**src/rtl/pic_pkg.sv**
```systemverilog
// Shared types and constants for the 8259A-style PIC acknowledge sequencer.
// Command encodings are the OCW2 [7:5] field (R, SL, EOI).
package pic_pkg;

    typedef enum logic [1:0] {
        IDLE = 2'd0,
        ACK1 = 2'd1,
        ACK2 = 2'd2
    } pic_state_e;

    localparam logic [2:0] CMD_NS_EOI     = 3'b001;
    localparam logic [2:0] CMD_S_EOI      = 3'b011;
    localparam logic [2:0] CMD_ROT_NS_EOI = 3'b101;
    localparam logic [2:0] CMD_ROT_S_EOI  = 3'b111;
    localparam logic [2:0] CMD_SET_PRI    = 3'b110;
    localparam logic [2:0] CMD_AEOI_SET   = 3'b100;
    localparam logic [2:0] CMD_AEOI_CLR   = 3'b000;

    localparam logic [2:0] SPURIOUS_LEVEL = 3'd7;

    // Position of a level in the rotating order: 0 is highest (LP+1), 7 is LP.
    function automatic logic [2:0] prio_rank(input logic [2:0] level, input logic [2:0] lp);
        return level - lp - 3'd1;
    endfunction

endpackage

```
**src/rtl/pic_rot_priority.sv**
```systemverilog
// Combinational rotating find-first: returns the highest-priority set bit of
// i_vec when the order is LP+1, LP+2, ..., LP (modulo 8).
module pic_rot_priority (
    input  logic [7:0] i_vec,
    input  logic [2:0] i_lp,
    output logic       o_valid,
    output logic [2:0] o_level
);

    logic [2:0] w_idx;

    // Scan from lowest to highest priority so the last hit is the winner.
    always_comb begin
        o_valid = 1'b0;
        o_level = 3'd0;
        w_idx   = 3'd0;
        for (int k = 7; k >= 0; k--) begin
            w_idx = i_lp + 3'd1 + 3'(k);
            if (i_vec[w_idx]) begin
                o_valid = 1'b1;
                o_level = w_idx;
            end
        end
    end

endmodule

```
**src/rtl/pic_ack_sequencer.sv**
```systemverilog
// 8259A-style PIC control: IRR/ISR, INT generation, two-pulse INTA handshake,
// rotating priority and OCW2 EOI decode. Optional automatic EOI: PIC_AEOI_EN.
module pic_ack_sequencer
    import pic_pkg::*;
#(
    parameter logic [2:0] LP_RESET    = 3'd7,
    parameter int         SYNC_STAGES = 2
) (
    input  logic       CLK,
    input  logic       RST_N,
    input  logic [7:0] IR,
    input  logic [7:0] IMR,
    input  logic [4:0] VECTOR_BASE,
    input  logic [7:0] OCW2,
    input  logic       OCW2_WR,
    input  logic       INTA_N,
    output logic       INT,
    output logic [7:0] IRR,
    output logic [7:0] ISR,
    output logic [7:0] D_OUT,
    output logic       D_OE,
    output pic_state_e STATE_DBG,
    output logic [2:0] LP_DBG
);

    pic_state_e r_state, w_state_nxt;
    logic                   r_int, w_int_nxt;
    logic [7:0]             r_irr, w_irr_nxt;
    logic [7:0]             r_isr, w_isr_nxt;
    logic [7:0]             r_dout, w_dout_nxt;
    logic                   r_doe, w_doe_nxt;
    logic [2:0]             r_lp, w_lp_nxt;
    logic [2:0]             r_level, w_level_nxt;
    logic [SYNC_STAGES-1:0] r_sync;
    logic                   r_hist;
`ifdef PIC_AEOI_EN
    logic                   r_aeoi, w_aeoi_nxt;
    logic                   r_spur, w_spur_nxt;
`endif

    logic       w_synced, w_fall, w_rise;
    logic       w_inta1, w_inta2, w_inta_end;
    logic       w_p_valid, w_h_valid;
    logic [2:0] w_p_level, w_h_level;
    logic [2:0] w_cmd, w_cmd_l;
    logic       w_unused_ocw2;

    assign w_synced      = r_sync[SYNC_STAGES-1];
    assign w_fall        = r_hist & ~w_synced;
    assign w_rise        = ~r_hist & w_synced;
    assign w_cmd         = OCW2[7:5];
    assign w_cmd_l       = OCW2[2:0];
    assign w_unused_ocw2 = ^OCW2[4:3];

    pic_rot_priority u_pend (
        .i_vec   (r_irr & ~IMR),
        .i_lp    (r_lp),
        .o_valid (w_p_valid),
        .o_level (w_p_level)
    );

    pic_rot_priority u_serv (
        .i_vec   (r_isr),
        .i_lp    (r_lp),
        .o_valid (w_h_valid),
        .o_level (w_h_level)
    );

    always_ff @(posedge CLK) begin
        if (!RST_N) begin
            r_sync <= '1;
            r_hist <= 1'b1;
        end else begin
            r_sync <= {r_sync[SYNC_STAGES-2:0], INTA_N};
            r_hist <= w_synced;
        end
    end

    always_comb begin
        w_state_nxt = r_state;
        case (r_state)
            IDLE:    if (w_fall) w_state_nxt = ACK1;
            ACK1:    if (w_fall) w_state_nxt = ACK2;
            ACK2:    if (w_rise) w_state_nxt = IDLE;
            default: w_state_nxt = IDLE;
        endcase
    end

    assign w_inta1    = (r_state == IDLE) && w_fall;
    assign w_inta2    = (r_state == ACK1) && w_fall;
    assign w_inta_end = (r_state == ACK2) && w_rise;

    // EOI clears see the pre-update ISR; the INTA1 set is applied afterwards so it wins.
    always_comb begin
        w_irr_nxt   = r_irr | IR;
        w_isr_nxt   = r_isr;
        w_lp_nxt    = r_lp;
        w_level_nxt = r_level;
        w_dout_nxt  = r_dout;
        w_doe_nxt   = r_doe;
`ifdef PIC_AEOI_EN
        w_aeoi_nxt  = r_aeoi;
        w_spur_nxt  = r_spur;
`endif
        if (OCW2_WR) begin
            case (w_cmd)
                CMD_NS_EOI: begin
                    if (w_h_valid) w_isr_nxt[w_h_level] = 1'b0;
                end
                CMD_S_EOI: begin
                    w_isr_nxt[w_cmd_l] = 1'b0;
                end
                CMD_ROT_NS_EOI: begin
                    if (w_h_valid) begin
                        w_isr_nxt[w_h_level] = 1'b0;
                        w_lp_nxt             = w_h_level;
                    end
                end
                CMD_ROT_S_EOI: begin
                    w_isr_nxt[w_cmd_l] = 1'b0;
                    w_lp_nxt           = w_cmd_l;
                end
                CMD_SET_PRI: begin
                    w_lp_nxt = w_cmd_l;
                end
`ifdef PIC_AEOI_EN
                CMD_AEOI_SET: w_aeoi_nxt = 1'b1;
                CMD_AEOI_CLR: w_aeoi_nxt = 1'b0;
`endif
                default: ;
            endcase
        end
        if (w_inta1) begin
            if (w_p_valid) begin
                w_level_nxt            = w_p_level;
                w_isr_nxt[w_p_level]   = 1'b1;
                w_irr_nxt[w_p_level]   = 1'b0;
            end else begin
                w_level_nxt = SPURIOUS_LEVEL;
            end
`ifdef PIC_AEOI_EN
            w_spur_nxt = ~w_p_valid;
`endif
        end
        if (w_inta2) begin
            w_dout_nxt = {VECTOR_BASE, r_level};
            w_doe_nxt  = 1'b1;
        end
        if (w_inta_end) begin
            w_doe_nxt = 1'b0;
`ifdef PIC_AEOI_EN
            if (r_aeoi && !r_spur) begin
                w_isr_nxt[r_level] = 1'b0;
                w_lp_nxt           = r_level;
            end
`endif
        end
    end

    assign w_int_nxt = w_p_valid &&
                       (!w_h_valid || (prio_rank(w_p_level, r_lp) < prio_rank(w_h_level, r_lp)));

    always_ff @(posedge CLK) begin
        if (!RST_N) begin
            r_state <= IDLE;
            r_int   <= 1'b0;
            r_irr   <= 8'h00;
            r_isr   <= 8'h00;
            r_dout  <= 8'h00;
            r_doe   <= 1'b0;
            r_lp    <= LP_RESET;
            r_level <= SPURIOUS_LEVEL;
`ifdef PIC_AEOI_EN
            r_aeoi  <= 1'b0;
            r_spur  <= 1'b0;
`endif
        end else begin
            r_state <= w_state_nxt;
            r_int   <= w_int_nxt;
            r_irr   <= w_irr_nxt;
            r_isr   <= w_isr_nxt;
            r_dout  <= w_dout_nxt;
            r_doe   <= w_doe_nxt;
            r_lp    <= w_lp_nxt;
            r_level <= w_level_nxt;
`ifdef PIC_AEOI_EN
            r_aeoi  <= w_aeoi_nxt;
            r_spur  <= w_spur_nxt;
`endif
        end
    end

    assign INT       = r_int;
    assign IRR       = r_irr;
    assign ISR       = r_isr;
    assign D_OUT     = r_dout;
    assign D_OE      = r_doe;
    assign STATE_DBG = r_state;
    assign LP_DBG    = r_lp;

endmodule

```
**config.mk**
```make
export PLATFORM = sky130hd
export DESIGN_NAME = pic_ack_sequencer
export DESIGN_NICKNAME = d
export VERILOG_FILES = /design/src/rtl/pic_pkg.sv /design/src/rtl/pic_rot_priority.sv /design/src/rtl/pic_ack_sequencer.sv
export SDC_FILE = /design/constraint.sdc
export NUM_CORES = 1
export LEC_CHECK = 0
export BUFFER_PORTS_ARGS = -buffer_cell sky130_fd_sc_hd__buf_2
export CAP_MARGIN = 5
export CORE_ASPECT_RATIO = 1.75
export CORE_MARGIN = 1.5
export CORE_UTILIZATION = 52
export CTS_CLUSTER_DIAMETER = 150
export CTS_CLUSTER_SIZE = 24
export DETAILED_ROUTE_END_ITERATION = 8
export GPL_ROUTABILITY_DRIVEN = 0
export PLACE_DENSITY = 0.79
export RECOVER_POWER = 25
export SLEW_MARGIN = 30
export SYNTH_ARGS = -nofsm -noshare
export SYNTH_HDL_FRONTEND = slang
export SYNTH_SLANG_ARGS = --single-unit
```
**constraint.sdc**
```tcl
create_clock -name CLK -period 5.1 [get_ports CLK]
set_input_delay 1.02 -clock CLK [delete_from_list [all_inputs] [get_ports CLK]]
set_output_delay 1.02 -clock CLK [all_outputs]
set_load 0.02 [all_outputs]
```
==> results.txt <==
The flow ran to the end, and the final reports show no timing, DRC or antenna violations. The total overflow reported by the global router was 0. For the area of the die, the log shows 0.00799 mm2.

CTS built an H-tree with a depth of 2. The compound-gate portion of the synthesized area was 0.242; the endpoint required time on the critical path was 5320 ps. Once placement completed, the tool counted placed cells totaling 596.

The synthesized design spends more area on one cell type than any other, namely sky130_fd_sc_hd__dfxtp_1. Dividing total power by cell area gives a power density of 317 mW/mm2. Fraction of synthesized cell area taken by the top area cell type: 0.191. The mux cell area share after synthesis was 0.213; the total standard cell area after synthesis was 0.00387 mm2. For the final database, setup skew stands at 5.82 ps. By area the synthesized netlist is led by sky130_fd_sc_hd__dfxtp_1, sky130_fd_sc_hd__mux4_2, sky130_fd_sc_hd__nand2_1. The width of the die is 68.2 um, and the max capacitance violation total is 0. The logs give 1.39 mW for the total power after layout and 0 for the antenna violation net count after detailed routing. The proportion of synthesized flip-flops having asynchronous set or reset is 0, and the post-layout minimum cycle time is 4560 ps.

Category of the worst setup path capture point: a flip-flop. Dominant cell by count in the synthesized netlist: sky130_fd_sc_hd__nand2_1. The run gives 0 as the final count of hold timing violations. The tools report the startpoint of the lowest-slack register-to-register path as LP_DBG[0].

The number of antenna diodes in the final layout is 0. From synthesis to final layout, the design area changed by 13.5%. For this run, the number of standard cells in the final layout without fillers is 604.

The critical path is of the reg2reg type. For this block, the initial DRC count from the detailed router was 452. The combinational family with the most area after synthesis is compound AO/OA/AOI/OAI gates.

Setup violations remaining at the end of the flow were counted as 0. The iteration count of the initial detailed-routing pass is 5, and the per-cell routed wire length is 19.6 um. The clock transition at the registers of the reported paths is 60 ps. The class of the worst hold path is reg2reg. The total number of vias was 4154; the post-detailed-route via-to-cell ratio was 6.88. Detailed placement ended at an HPWL of 8900 um. In this run the core area contains 41 standard-cell rows. The number of cells upsized or downsized after cts came out at 0. The total global routing track utilization is 0.316. The first global-routing pass estimated 19300 um of wire. The longest clock path from root to sink contains 2 buffers. The final wirelength is 11800 um, and the highest fanout seen on the critical path is 6.

The fraction of layout cells with a size suffix above 1 is 0.245. For the max-slew violation count, the log shows 0. The tools report the cell leakage power as 1.76 nW. The critical path launch point was LP_DBG[0]. Synthesis produced a netlist whose cell count is 471.

For the worst-skew pair, the clock arrives at the later sink with an insertion delay of 290 ps. The worst setup path is launched from a flip-flop. The total clock sinks was 37; the sequential share of the synthesized area was 0.191. The setup TNS was 0 ps.

Pin placement for this block handled 64 I/O pins. Yosys printed 0 warnings. At the pin with the least slew margin, the transition time is 1140 ps.

The run gives 0.00422 mm2 as the placed instance area. Based on the critical path, the design can be clocked at up to 219 MHz. The peak supply drop is 0.294 mV, and the number of antenna violations at the first check in global routing is 0. For the initial cell density of the core, the log shows 0.535.

The relative slew slack was 0.238. The number of enable flip-flop cells after synthesis was 0; the pin count of the biggest net entering global routing was 56. The placeable core region is 0.00723 mm2, and the adder and majority cell fraction of the synthesized area is 0.0297.

Counting flops and latches in the post-synthesis netlist gives 37. The die outline height is 117 um, and the final-stage net count is 558. Flip-flop cell with the highest count after synthesis: sky130_fd_sc_hd__dfxtp_1. For the number of buffers inserted by hold repair at cts, the log shows 0. The worst hold path begins at r_sync[0]. For this run, design rule violations remaining after detail routing come to 0. The average size of a mapped cell works out to 8.22 um2. The xor/xnor cell area share of the yosys netlist is 0.0339, and the area share of and/or/nand/nor cells after synthesis is 0.239.

The netlist uses 67 different library cells. Quantity of I/O buffers inserted on ports: 61. Ranked by instance count, the synthesized netlist is headed by sky130_fd_sc_hd__nand2_1, sky130_fd_sc_hd__a21oi_1, sky130_fd_sc_hd__dfxtp_1. Final design instance area without fill: 0.00439 mm2.

The number of nets handed over by synthesis was 512. The share of the cycle needed by the critical path after routing was 0.894; the post-CTS setup repair buffer count was 0. Setup repair after global routing left no endpoint under its margin. The via count of the first global-routing pass is 4195. The root buffer cell chosen for the clock tree is sky130_fd_sc_hd__clkbuf_16. The arrival time of the worst setup path came out at 4780 ps. Clock tree synthesis inserted a total of 5 buffers. TritonCTS built the clock tree.
-- logic make-up (layout without fill, tap and decap cells) --
kind of cell               count (synthesis)  count (layout)
buffers and inverters                     47              94
AOI/OAI and AO/OA                        145             145
and+or+nand+nor                          173             173
adders and majority gates                  8               8
xor gates and xnor gates                  10              10
DFF                                       37              37
muxes                                     51              51
-- cells in the final DEF, fill, tap and decap left out, drive strengths merged, types with 4 or more instances in the layout --
master / instances
a21oi: 44
a221oi: 4
a22o: 4
a31oi: 10
buf: 67
clkbuf: 10
dfxtp: 37
ha: 6
inv: 14
mux2: 11
mux2i: 16
mux4: 24
nand2: 60
nand2b: 16
nand3: 7
nand3b: 5
nand4: 7
nor2: 20
nor2b: 12
nor3: 15
nor3b: 6
nor4: 6
o2111ai: 4
o211ai: 12
o21ai: 29
o2bb2ai: 5
o311ai: 4
xnor2: 5
-- report_power, final --
| group | switching (mW) | internal [mW] |
|---|---|---|
| Combinational | 0.421 | 0.287 |
| Clock | 0.123 | 0.231 |
| Sequential | 0.0240 | 0.308 |
| Total | 0.568 | 0.826 |
-- per-stage QoR --
step	setup WS (ps)	hold slack [ps]	util
floorplan	25.1	386	-
global placement	791	394	0.584
detailed placement	664	414	0.584
CTS	589	423	0.607
global route	314	442	0.608
finish	538	417	0.608
-- area by class of cell --
type,instances,area [um2]
Tap cell,86,108
Timing Repair Buffer,72,382
Clock inverter,3,46.3
Sequential cell,37,742
Fill cell,639,2840
Clock buffer,5,125
Inverter,14,52.6
Multi-Input combinational cell,387,2940
-- worst paths after layout --
check,end,slack (ps),cells after the start
setup reg to reg,INT,540,16
hold reg to reg,r_sync[1],420,1
setup / recovery,INT,540,16
hold / removal,r_sync[1],420,1
-- flip-flops by register name, indices dropped and copies added (netlist names) --
| signal | count |
|---|---|
| D_OE | 1 |
| D_OUT | 8 |
| INT | 1 |
| IRR | 8 |
| ISR | 8 |
| LP_DBG | 3 |
| STATE_DBG | 2 |
| r_hist | 1 |
| r_level | 3 |
| r_sync | 2 |
-- per-layer routing --
layer  track usage  share of wire  vias to the layer above
met5             0              0                        -
met4         0.228          0.061                        0
met3        0.0402          0.059                       72
met2         0.548           0.53                      223
met1         0.340           0.35                     1973
li1              -              -                     1886
-- critical path: stages (launching register included) --
cell	delay, ps
sky130_fd_sc_hd__dfxtp_2	380
sky130_fd_sc_hd__inv_1	70
sky130_fd_sc_hd__ha_1	400
sky130_fd_sc_hd__mux4_2	600
sky130_fd_sc_hd__mux2i_1	440
sky130_fd_sc_hd__mux2_2	390
sky130_fd_sc_hd__o21ai_0	130
sky130_fd_sc_hd__o21ai_0	100
sky130_fd_sc_hd__nand2_1	210
sky130_fd_sc_hd__inv_1	190
sky130_fd_sc_hd__fa_1	430
sky130_fd_sc_hd__xnor2_1	230
sky130_fd_sc_hd__xnor2_1	170
sky130_fd_sc_hd__ha_1	250
sky130_fd_sc_hd__nor2b_1	130
sky130_fd_sc_hd__o21ai_0	170
sky130_fd_sc_hd__and3_1	190
Note: power is estimated with default switching activity, not from simulation.
